[config.mk]
export PLATFORM = sky130hd
export DESIGN_NAME = cc_bdi_width_adapter_flat
export DESIGN_NICKNAME = d
export VERILOG_FILES = /design/src/rtl/cc_bdi_width_adapter_if.sv /design/src/rtl/cc_bdi_width_adapter.sv /design/src/flat_wrapper.sv
export SDC_FILE = /design/constraint.sdc
export NUM_CORES = 1
export LEC_CHECK = 0
export ABC_AREA = 1
export CORE_ASPECT_RATIO = 1.2
export CORE_MARGIN = 1
export CORE_UTILIZATION = 49
export DETAILED_ROUTE_END_ITERATION = 6
export PLACE_DENSITY = 0.8
export SETUP_SLACK_MARGIN = 0.02
export SYNTH_ARGS = -nofsm -noshare
export SYNTH_HDL_FRONTEND = slang
export SYNTH_SLANG_ARGS = --single-unit
[constraint.sdc]
create_clock -name clk -period 1.6 [get_ports clk]
set_input_delay 0.32 -clock clk [delete_from_list [all_inputs] [get_ports clk]]
set_output_delay 0.32 -clock clk [all_outputs]
set_load 0.02 [all_outputs]
[src/rtl/cc_bdi_width_adapter_if.sv]
// Bundle of both stream sides of the bdi width adapter: the SW-bit
// PreProcessor word stream in and the CCW-bit core beat stream out.
// The 'slave' modport is the adapter's view; 'master' is the surrounding
// environment (PreProcessor on one side, core datapath on the other).
interface cc_bdi_width_adapter_if #(
    parameter int SW  = 32,
    parameter int CCW = 8
);
    localparam int SB  = SW / 8;
    localparam int CB  = CCW / 8;
    localparam int SZW = $clog2(CB) + 1;

    // PreProcessor side
    logic [SW-1:0]  bdi;
    logic           bdi_valid;
    logic           bdi_ready;
    logic [3:0]     bdi_type;
    logic           bdi_eot;
    logic           bdi_eoi;
    logic [SB-1:0]  bdi_valid_bytes;
    logic [SB-1:0]  bdi_pad_loc;
    logic           abort;

    // Core side
    logic [CCW-1:0] cc_bdi;
    logic           cc_valid;
    logic           cc_ready;
    logic [3:0]     cc_type;
    logic [CB-1:0]  cc_valid_bytes;
    logic [CB-1:0]  cc_pad_loc;
    logic [SZW-1:0] cc_size;
    logic           cc_eot;
    logic           cc_eoi;

    modport slave (
        input  bdi, bdi_valid, bdi_type, bdi_eot, bdi_eoi,
               bdi_valid_bytes, bdi_pad_loc, abort, cc_ready,
        output bdi_ready, cc_bdi, cc_valid, cc_type, cc_valid_bytes,
               cc_pad_loc, cc_size, cc_eot, cc_eoi
    );

    modport master (
        output bdi, bdi_valid, bdi_type, bdi_eot, bdi_eoi,
               bdi_valid_bytes, bdi_pad_loc, abort, cc_ready,
        input  bdi_ready, cc_bdi, cc_valid, cc_type, cc_valid_bytes,
               cc_pad_loc, cc_size, cc_eot, cc_eoi
    );
endinterface

[src/rtl/cc_bdi_width_adapter.sv]
// Serialises SW-bit bdi words into CCW-bit core beats, most-significant
// beat first. Trailing beats with no valid bytes are skipped; an all-zero
// mask still produces exactly one beat so empty segments carry eot/eoi.
module cc_bdi_width_adapter #(
    parameter int SW  = 32,
    parameter int CCW = 8
) (
    input  logic                  clk,
    input  logic                  rst,
    cc_bdi_width_adapter_if.slave bus
);
    localparam int R   = SW / CCW;
    localparam int CB  = CCW / 8;
    localparam int SB  = SW / 8;
    localparam int IW  = (R > 1) ? $clog2(R) : 1;
    localparam int SZW = $clog2(CB) + 1;

    typedef enum logic {
        EMPTY = 1'b0,
        SHIFT = 1'b1
    } state_t;

    state_t         state_reg;
    state_t         state_next;

    logic [SW-1:0]  data_reg;
    logic [SB-1:0]  vb_reg;
    logic [SB-1:0]  pad_reg;
    logic [3:0]     type_reg;
    logic           eot_reg;
    logic           eoi_reg;
    logic [IW-1:0]  idx_reg;
    logic [IW-1:0]  lst_reg;
    logic [IW-1:0]  lst_next;

    logic [R-1:0]   beat_nz;
    logic [SZW-1:0] size_cnt;
    logic           last_beat;
    logic           beat_take;
    logic           ready_int;
    logic           load;

    // A beat of the incoming word is "non-empty" if any of its bytes is valid
    for (genvar gi = 0; gi < R; gi++) begin : g_beat_nz
        assign beat_nz[gi] = |bus.bdi_valid_bytes[SB-1-gi*CB -: CB];
    end

    assign last_beat = (idx_reg == lst_reg);
    assign beat_take = (state_reg == SHIFT) & bus.cc_ready;
    // A new word can enter when idle or when the final beat leaves this cycle;
    // abort and an asserted reset both block acceptance.
    assign ready_int = rst & ~bus.abort &
                       ((state_reg == EMPTY) | (beat_take & last_beat));
    assign load      = bus.bdi_valid & ready_int;

    // Index of the highest beat holding a valid byte (0 for an empty mask)
    always_comb begin
        lst_next = '0;
        for (int k = 0; k < R; k++) begin
            if (beat_nz[k]) begin
                lst_next = IW'(k);
            end
        end
    end

    // State register
    always_ff @(posedge clk or negedge rst) begin
        if (!rst) begin
            state_reg <= EMPTY;
        end else begin
            state_reg <= state_next;
        end
    end

    // Next-state logic; abort overrides everything
    always_comb begin
        state_next = state_reg;
        if (bus.abort) begin
            state_next = EMPTY;
        end else begin
            case (state_reg)
                EMPTY:   if (bus.bdi_valid) state_next = SHIFT;
                SHIFT:   if (beat_take && last_beat && !bus.bdi_valid) state_next = EMPTY;
                default: state_next = EMPTY;
            endcase
        end
    end

    // Holding registers: load a fresh word or shift to the next beat
    always_ff @(posedge clk or negedge rst) begin
        if (!rst) begin
            data_reg <= '0;
            vb_reg   <= '0;
            pad_reg  <= '0;
            type_reg <= '0;
            eot_reg  <= 1'b0;
            eoi_reg  <= 1'b0;
            idx_reg  <= '0;
            lst_reg  <= '0;
        end else if (!bus.abort) begin
            if (load) begin
                data_reg <= bus.bdi;
                vb_reg   <= bus.bdi_valid_bytes;
                pad_reg  <= bus.bdi_pad_loc;
                type_reg <= bus.bdi_type;
                eot_reg  <= bus.bdi_eot;
                eoi_reg  <= bus.bdi_eoi;
                idx_reg  <= '0;
                lst_reg  <= lst_next;
            end else if (beat_take && !last_beat) begin
                data_reg <= data_reg << CCW;
                vb_reg   <= vb_reg << CB;
                pad_reg  <= pad_reg << CB;
                idx_reg  <= idx_reg + IW'(1);
            end
        end
    end

    // Number of valid bytes in the beat currently on the output
    always_comb begin
        size_cnt = '0;
        for (int b = 0; b < CB; b++) begin
            size_cnt = size_cnt + SZW'(vb_reg[SB-1-b]);
        end
    end

    // Output decode: beat fields only while a word is held, zeros otherwise
    always_comb begin
        bus.bdi_ready      = ready_int;
        bus.cc_valid       = 1'b0;
        bus.cc_bdi         = '0;
        bus.cc_type        = '0;
        bus.cc_valid_bytes = '0;
        bus.cc_pad_loc     = '0;
        bus.cc_size        = '0;
        bus.cc_eot         = 1'b0;
        bus.cc_eoi         = 1'b0;
        if (state_reg == SHIFT) begin
            bus.cc_valid       = 1'b1;
            bus.cc_bdi         = data_reg[SW-1 -: CCW];
            bus.cc_type        = type_reg;
            bus.cc_valid_bytes = vb_reg[SB-1 -: CB];
            bus.cc_pad_loc     = pad_reg[SB-1 -: CB];
            bus.cc_size        = size_cnt;
            bus.cc_eot         = eot_reg & last_beat;
            bus.cc_eoi         = eoi_reg & last_beat;
        end
    end
endmodule

[src/flat_wrapper.sv]
// flat-port wrapper written by rule: the top's interface ports become plain ports
module cc_bdi_width_adapter_flat 
#(
    parameter int SW  = 32,
    parameter int CCW = 8
)
  (clk, rst, bus_bdi, bus_bdi_valid, bus_bdi_type, bus_bdi_eot, bus_bdi_eoi, bus_bdi_valid_bytes, bus_bdi_pad_loc, bus_abort, bus_cc_ready, bus_bdi_ready, bus_cc_bdi, bus_cc_valid, bus_cc_type, bus_cc_valid_bytes, bus_cc_pad_loc, bus_cc_size, bus_cc_eot, bus_cc_eoi);
  cc_bdi_width_adapter_if #(.SW(SW), .CCW(CCW)) bus_i ();
  input  logic clk;
  input  logic rst;
  input wire logic [$bits(bus_i.bdi)-1:0] bus_bdi;
  input wire logic [$bits(bus_i.bdi_valid)-1:0] bus_bdi_valid;
  input wire logic [$bits(bus_i.bdi_type)-1:0] bus_bdi_type;
  input wire logic [$bits(bus_i.bdi_eot)-1:0] bus_bdi_eot;
  input wire logic [$bits(bus_i.bdi_eoi)-1:0] bus_bdi_eoi;
  input wire logic [$bits(bus_i.bdi_valid_bytes)-1:0] bus_bdi_valid_bytes;
  input wire logic [$bits(bus_i.bdi_pad_loc)-1:0] bus_bdi_pad_loc;
  input wire logic [$bits(bus_i.abort)-1:0] bus_abort;
  input wire logic [$bits(bus_i.cc_ready)-1:0] bus_cc_ready;
  output wire logic [$bits(bus_i.bdi_ready)-1:0] bus_bdi_ready;
  output wire logic [$bits(bus_i.cc_bdi)-1:0] bus_cc_bdi;
  output wire logic [$bits(bus_i.cc_valid)-1:0] bus_cc_valid;
  output wire logic [$bits(bus_i.cc_type)-1:0] bus_cc_type;
  output wire logic [$bits(bus_i.cc_valid_bytes)-1:0] bus_cc_valid_bytes;
  output wire logic [$bits(bus_i.cc_pad_loc)-1:0] bus_cc_pad_loc;
  output wire logic [$bits(bus_i.cc_size)-1:0] bus_cc_size;
  output wire logic [$bits(bus_i.cc_eot)-1:0] bus_cc_eot;
  output wire logic [$bits(bus_i.cc_eoi)-1:0] bus_cc_eoi;
  assign bus_i.bdi = bus_bdi;
  assign bus_i.bdi_valid = bus_bdi_valid;
  assign bus_i.bdi_type = bus_bdi_type;
  assign bus_i.bdi_eot = bus_bdi_eot;
  assign bus_i.bdi_eoi = bus_bdi_eoi;
  assign bus_i.bdi_valid_bytes = bus_bdi_valid_bytes;
  assign bus_i.bdi_pad_loc = bus_bdi_pad_loc;
  assign bus_i.abort = bus_abort;
  assign bus_i.cc_ready = bus_cc_ready;
  assign bus_bdi_ready = bus_i.bdi_ready;
  assign bus_cc_bdi = bus_i.cc_bdi;
  assign bus_cc_valid = bus_i.cc_valid;
  assign bus_cc_type = bus_i.cc_type;
  assign bus_cc_valid_bytes = bus_i.cc_valid_bytes;
  assign bus_cc_pad_loc = bus_i.cc_pad_loc;
  assign bus_cc_size = bus_i.cc_size;
  assign bus_cc_eot = bus_i.cc_eot;
  assign bus_cc_eoi = bus_i.cc_eoi;
  cc_bdi_width_adapter #(.SW(SW), .CCW(CCW)) u_core (.clk(clk), .rst(rst), .bus(bus_i));
endmodule
==> results.sh, run 1 <==
export IMPL_seq_area_frac_synth_pct=47.8
export IMPL_clk_pin_slew_ps=90
export IMPL_largest_reg_flops=32
export IMPL_h_tree_depth=2
export IMPL_synth_area_top_cells="dfrtp_1, nand2_1, nand4_1, inv_1, o21ai_0"
export IMPL_crit_arrival_ps=1510
export IMPL_place_congestion=0.837
export IMPL_cts_tree="done"
export IMPL_crit_fanout=3
export IMPL_die_x_um=69.4
export IMPL_grt_pass1_wl_um=11700
export IMPL_report_final_hold_viol_count=0
export IMPL_dp_hpwl_um=4660
export IMPL_diodes=0
export IMPL_period_share_pct=114
export IMPL_cts_hold_buf=0
export IMPL_start_kind="flip-flop"
export IMPL_numCtsBuffers=5
export IMPL_skew_ps=7.75
export IMPL_drive_above_1_share_pct=22.9
export IMPL_first_global_vias=2610
export IMPL_drc=0
export IMPL_fmax_ghz=0.547
export IMPL_hold_path_class="in -> async"
export IMPL_track_usage_pct=25.1
export IMPL_critPathMaxStageDelay_ps=430
export IMPL_syn_mean_instance_area_um2=7.22
export IMPL_ant_nets=0
export IMPL_fin_ws_ps=-228
export IMPL_drtIter0Drc=142
export IMPL_syn_nets=421
export IMPL_slew_viol_final=0
export IMPL_wl_per_cell_um=14.6
export IMPL_highest_layer="met4"
export IMPL_area_delta_synth_final_pct=43.5
export IMPL_yosys_warnings=0
export IMPL_avgViaCountPerCell=5.29
export IMPL_overflow=0
export IMPL_cp_num_buf_inv=2
export IMPL_power_mw=4.93
export IMPL_wirelength_um=7600
export IMPL_finalSetupViolations=53
export IMPL_rows=29
export IMPL_m1WireLength_um=3020
export IMPL_status="complete, but fails checks"
export IMPL_grt_max_degree=52
export IMPL_path_cells="xnor2_2 > nand3_2 > nand2_4 > nand2_2 > inv_2 > buf_6"
export IMPL_die_area_mm2=0.00575
export IMPL_die_h_um=82.9
export IMPL_vdd_drop_max_mv=0.868
export IMPL_mostFrequentLayoutCells="nand2_1, dfrtp_1, clkdlybuf4s50_1"
export IMPL_critPathTopFamily="flip-flops"
export IMPL_synth_seq_cells=51
export IMPL_worst_pin_slew_ps=653
export IMPL_maxCapViolations=0
export IMPL_coreArea_mm2=0.00526
export IMPL_p_per_area_mw_per_mm2=1290
export IMPL_cts_root_buf="clkbuf_8"
export IMPL_worst_path_max_delay_cell="dfrtp_1"
export IMPL_start_util_pct=50.7
export IMPL_clock_sinks=51
export IMPL_rsz0062_at_grt="yes"
export IMPL_synth_top_area_share_pct=47.8
export IMPL_met3_length_um=403
export IMPL_endpoint_kind="output pin"
export IMPL_yosys_area_top_type="dfrtp_1"
export IMPL_fin_util_pct=72.8
export IMPL_route_met2_wl_um=4010
export IMPL_synthCells=370
export IMPL_clock_path_buffers=2
export IMPL_yosysUniqueCellTypes=20
export IMPL_nNetsFinal=508
export IMPL_worstSkewPairLatency_ps=320
export IMPL_firstDrtPassIters=4
export IMPL_layout_commonest_cell="nand2_1"
export IMPL_synth_cell_area_mm2=0.00267
export IMPL_path_class="reg -> out"
export IMPL_failed_checks="negative setup slack"
export IMPL_grt_antenna_before_repair=0
export IMPL_ios=70
export IMPL_place_ws_ps=-540
export IMPL_leakage_nw=2.14
export IMPL_slew_headroom_pct=56.5
export IMPL_numPortBuffers=69
export IMPL_worstPathRequired_ps=1280
export IMPL_vias=2749
export IMPL_min_period_ps=1830
## area by class of cell
cell class	instances	area (um^2)
clock buffer	6	72.6
clock inverter	2	12.5
fill	418	1430
inverter	33	131
multi-input combinational	262	1250
sequential	51	1280
tap	62	77.6
timing repair buffer	104	1010
## cell families (layout without fill, tap and decap cells)
| group | after synthesis | after routing | share of synthesized area (%) |
|---|---|---|---|
| AOI/OAI and AO/OA | 11 | 11 | 2.06 |
| xor gates and xnor gates | 3 | 3 | 1.27 |
| DFF | 51 | 51 | 47.8 |
| buffers and inverters | 57 | 145 | 10.4 |
| and+or+nand+nor | 248 | 248 | 38.5 |
## synth_stat cells (all sizes together)
| cell type | number |
|---|---|
| inv | 33 |
| clkbuf | 5 |
| xor2 | 2 |
| nand4 | 27 |
| xnor2 | 1 |
| o21ai | 9 |
| dfrtp | 51 |
| nand2 | 211 |
| buf | 19 |
| nand3 | 4 |
| nor2 | 6 |
| a21oi | 2 |
## power breakdown
group	total, mW	switching [mW]	internal, mW
Sequential	2.18	0.375	1.80
Combinational	2.01	1.08	0.931
Clock	0.742	0.435	0.306
Total	4.93	1.89	3.04
## layer usage
layer / global-route usage (%) / vias up
li1: - / 1302
met1: 32.5 / 1319
met2: 42.6 / 110
met3: 3.76 / 18
met4: 8.91 / 0
met5: 0 / -
## worst reg2reg max path: stages, from the launching register on
cell and delay, ps:
dfrtp_1 430, xnor2_2 240, nand3_2 150, nand2_4 120, buf_12 120, nand3_4 120, nand2_4 160, inv_8 70
clkbuf_16 160, nand2_1 60, nand2_1 50
## metrics by stage
stage          cell area [um^2]  cells  setup TNS [ps]  hold slack, ps
2_1_floorplan              2670    370               0            24.4
3_3_place_gp               3530    503          -20550             457
3_5_place_dp               3530    503          -25990             463
4_1_cts                    3670    512           -5740             154
5_1_grt                    3830    520          -12800             185
6_report                   3830    520           -8130             122
## timing repair
item                       in CTS  in global routing
setup endpoints to repair      69                 68
resized for setup              75                 59
pin swaps                       1                 13
buffers inserted                1                  4
gates cloned                    0                  4
## path summary, 6_finish.rpt
path	from	slack [ps]	endpoint	cells after the start
min in group clk	u_core.data_reg[1]	480	u_core.data_reg[1]	2
setup reg to reg	u_core.lst_reg[0]	-200	u_core.vb_reg[2]	10
hold / removal	rst	120	u_core.data_reg[26]	2
hold reg to reg	u_core.data_reg[1]	480	u_core.data_reg[1]	2
setup / recovery	u_core.lst_reg[0]	-230	bus_bdi_ready	6
max in group asynchronous	rst	1010	u_core.state_reg	2
(Power assumes the default switching activity.)
==> run 2: changes to the inputs <==
MAX_ROUTING_LAYER = met4   (was not set)
==> run 2 against run 1 <==
Net effect: the flow still finishes with violations (negative setup slack); highest routed layer unchanged; largest cell class unchanged; worst setup slack worse by 1.1 ps; die area unchanged; critical endpoint unchanged; worst hold slack better by 6.4 ps.
==> results.sh, run 2 (synthesis gave the netlist of run 1 again) <==
export IMPL_pwr_share_comb_pct=40.8
export IMPL_leakage_nw=2.14
export IMPL_ff_latch_area_mm2=0.00128
export IMPL_dp_hpwl_um=4660
export IMPL_die_x_um=69.4
export IMPL_tns_ps=-8160
export IMPL_crit_arrival_ps=1510
export IMPL_ios=70
export IMPL_rsz0062_at_grt="yes"
export IMPL_multi_input_area_mm2=0.00125
export IMPL_numCtsBuffers=5
export IMPL_h_tree_depth=2
export IMPL_r2r_setup_slack_ps=-200
export IMPL_fmax_ghz=0.547
export IMPL_worst_r2r_startpoint="u_core.lst_reg[0]"
export IMPL_drtIter0Drc=159
export IMPL_power_frac_clock_pct=15.0
export IMPL_layout_commonest_cell="nand2_1"
export IMPL_slew_headroom_pct=56.4
export IMPL_place_ws_ps=-540
export IMPL_maxCapViolations=0
export IMPL_whs_ps=128
export IMPL_report_final_hold_viol_count=0
export IMPL_track_usage_pct=25.8
export IMPL_diodes=0
export IMPL_vdd_drop_max_mv=0.869
export IMPL_slew_viol_final=0
export IMPL_coreArea_mm2=0.00526
export IMPL_start_util_pct=50.7
export IMPL_first_global_vias=2617
export IMPL_clock_sinks=51
export IMPL_power_mw=4.93
export IMPL_rows=29
export IMPL_nNetsFinal=508
export IMPL_cts_hold_buf=0
export IMPL_numPortBuffers=69
export IMPL_grt_antenna_before_repair=0
export IMPL_endpoint_kind="output pin"
export IMPL_overflow=0
export IMPL_p_seq_share_pct=44.2
export IMPL_internal_power_mw=3.04
export IMPL_reg2reg_depth=10
export IMPL_skew_ps=9.42
export IMPL_crit_fanout=3
export IMPL_drc=0
export IMPL_clock_path_buffers=2
export IMPL_period_share_pct=114
export IMPL_path_class="reg -> out"
export IMPL_vias=2745
export IMPL_min_period_ps=1830
export IMPL_die_h_um=82.9
export IMPL_clk_pin_slew_ps=100
export IMPL_wirelength_um=7590
export IMPL_place_inst=503
export IMPL_swShare_pct=38.4
export IMPL_p_sw_mw=1.89
export IMPL_start_kind="flip-flop"
export IMPL_failed_checks="negative setup slack"
export IMPL_wl_per_cell_um=14.6
export IMPL_finalSetupViolations=53
export IMPL_firstDrtPassIters=4
export IMPL_mostFrequentLayoutCells="nand2_1, dfrtp_1, clkdlybuf4s50_1"
export IMPL_p_per_area_mw_per_mm2=1290
export IMPL_worst_pin_slew_ps=654
export IMPL_fin_ws_ps=-229
export IMPL_place_congestion=0.850
export IMPL_ant_nets=0
export IMPL_die_area_mm2=0.00575
export IMPL_avgViaCountPerCell=5.28
export IMPL_n_fill_cell=418
export IMPL_hold_path_class="in -> async"
export IMPL_finalNonFillerCells=520
export IMPL_largest_reg_flops=32
export IMPL_worstSkewPairLatency_ps=310
export IMPL_drive_above_1_share_pct=22.9
export IMPL_grt_pass1_wl_um=11700
export IMPL_r2r_end="u_core.vb_reg[2]"
export IMPL_cts_root_buf="clkbuf_8"
export IMPL_cts_tree="done"
export IMPL_worstPathRequired_ps=1280
export IMPL_status="complete, but fails checks"
export IMPL_area_delta_synth_final_pct=43.5
export IMPL_grt_max_degree=52
-- run 2: cell counts in the layout (fill, tap and decap cells not counted) --
No cell type changed its count.
-- run 2: critical path, cell delays in order, from the launching register on --
cell and delay (ps):
dfrtp_1 430, xnor2_2 240, nand3_2 150, nand2_4 120, nand2_2 60, inv_2 80, buf_6 120
-- run 2: area by class of cell --
| cell class | instances | share of cell area [%] |
|---|---|---|
| Clock inverter | 2 | 0.326 |
| Tap cell | 62 | 2.02 |
| Timing Repair Buffer | 104 | 26.2 |
| Multi-Input combinational cell | 262 | 32.7 |
| Clock buffer | 6 | 1.89 |
| Sequential cell | 51 | 33.3 |
| Inverter | 33 | 3.43 |
-- run 2: through the flow --
stage / util [%] / instance area (um^2)
2_1_floorplan: - / 2670
5_1_grt: 72.8 / 3830
4_1_cts: 69.8 / 3670
3_3_place_gp: 67.0 / 3530
3_5_place_dp: 67.0 / 3530
6_report: 72.8 / 3830
-- run 2: power groups by stage --
stage	clock (mW)	sequential (mW)	combinational (mW)
finish	0.740	2.18	2.01
global route	0.795	2.23	2.23
CTS	0.745	2.09	1.75
detailed placement	0	2.11	1.71
global placement	0	2.09	1.64
floorplan	0	2.04	1.07
-- run 2: what timing repair did --
item	CTS	global route
setup buffers	1	4
resized for setup	75	59
endpoints found under the setup margin	69	68
pin swaps	1	13
cloned	0	4
-- run 2: worst max-delay path by stage --
stage | endpoint | from | slack, ps
2_1_floorplan | bus_bdi_ready | u_core.idx_reg[0] | 40
3_3_place_gp | u_core.data_reg[17] | bus_cc_ready | -430
3_5_place_dp | u_core.data_reg[31] | bus_cc_ready | -540
4_1_cts | bus_cc_eot | u_core.idx_reg[0] | -160
5_1_grt | u_core.data_reg[30] | u_core.lst_reg[0] | -290
6_report | bus_bdi_ready | u_core.lst_reg[0] | -230
-- run 2: routing by layer --
layer | part of all wire, % | up-vias | GRT usage, %
met2 | 52 | 103 | 42.7
met3 | 5.5 | 17 | 3.76
met4 | 2.3 | 0 | 8.91
met5 | 0 | - | -
met1 | 40 | 1321 | 32.4
li1 | - | 1304 | -
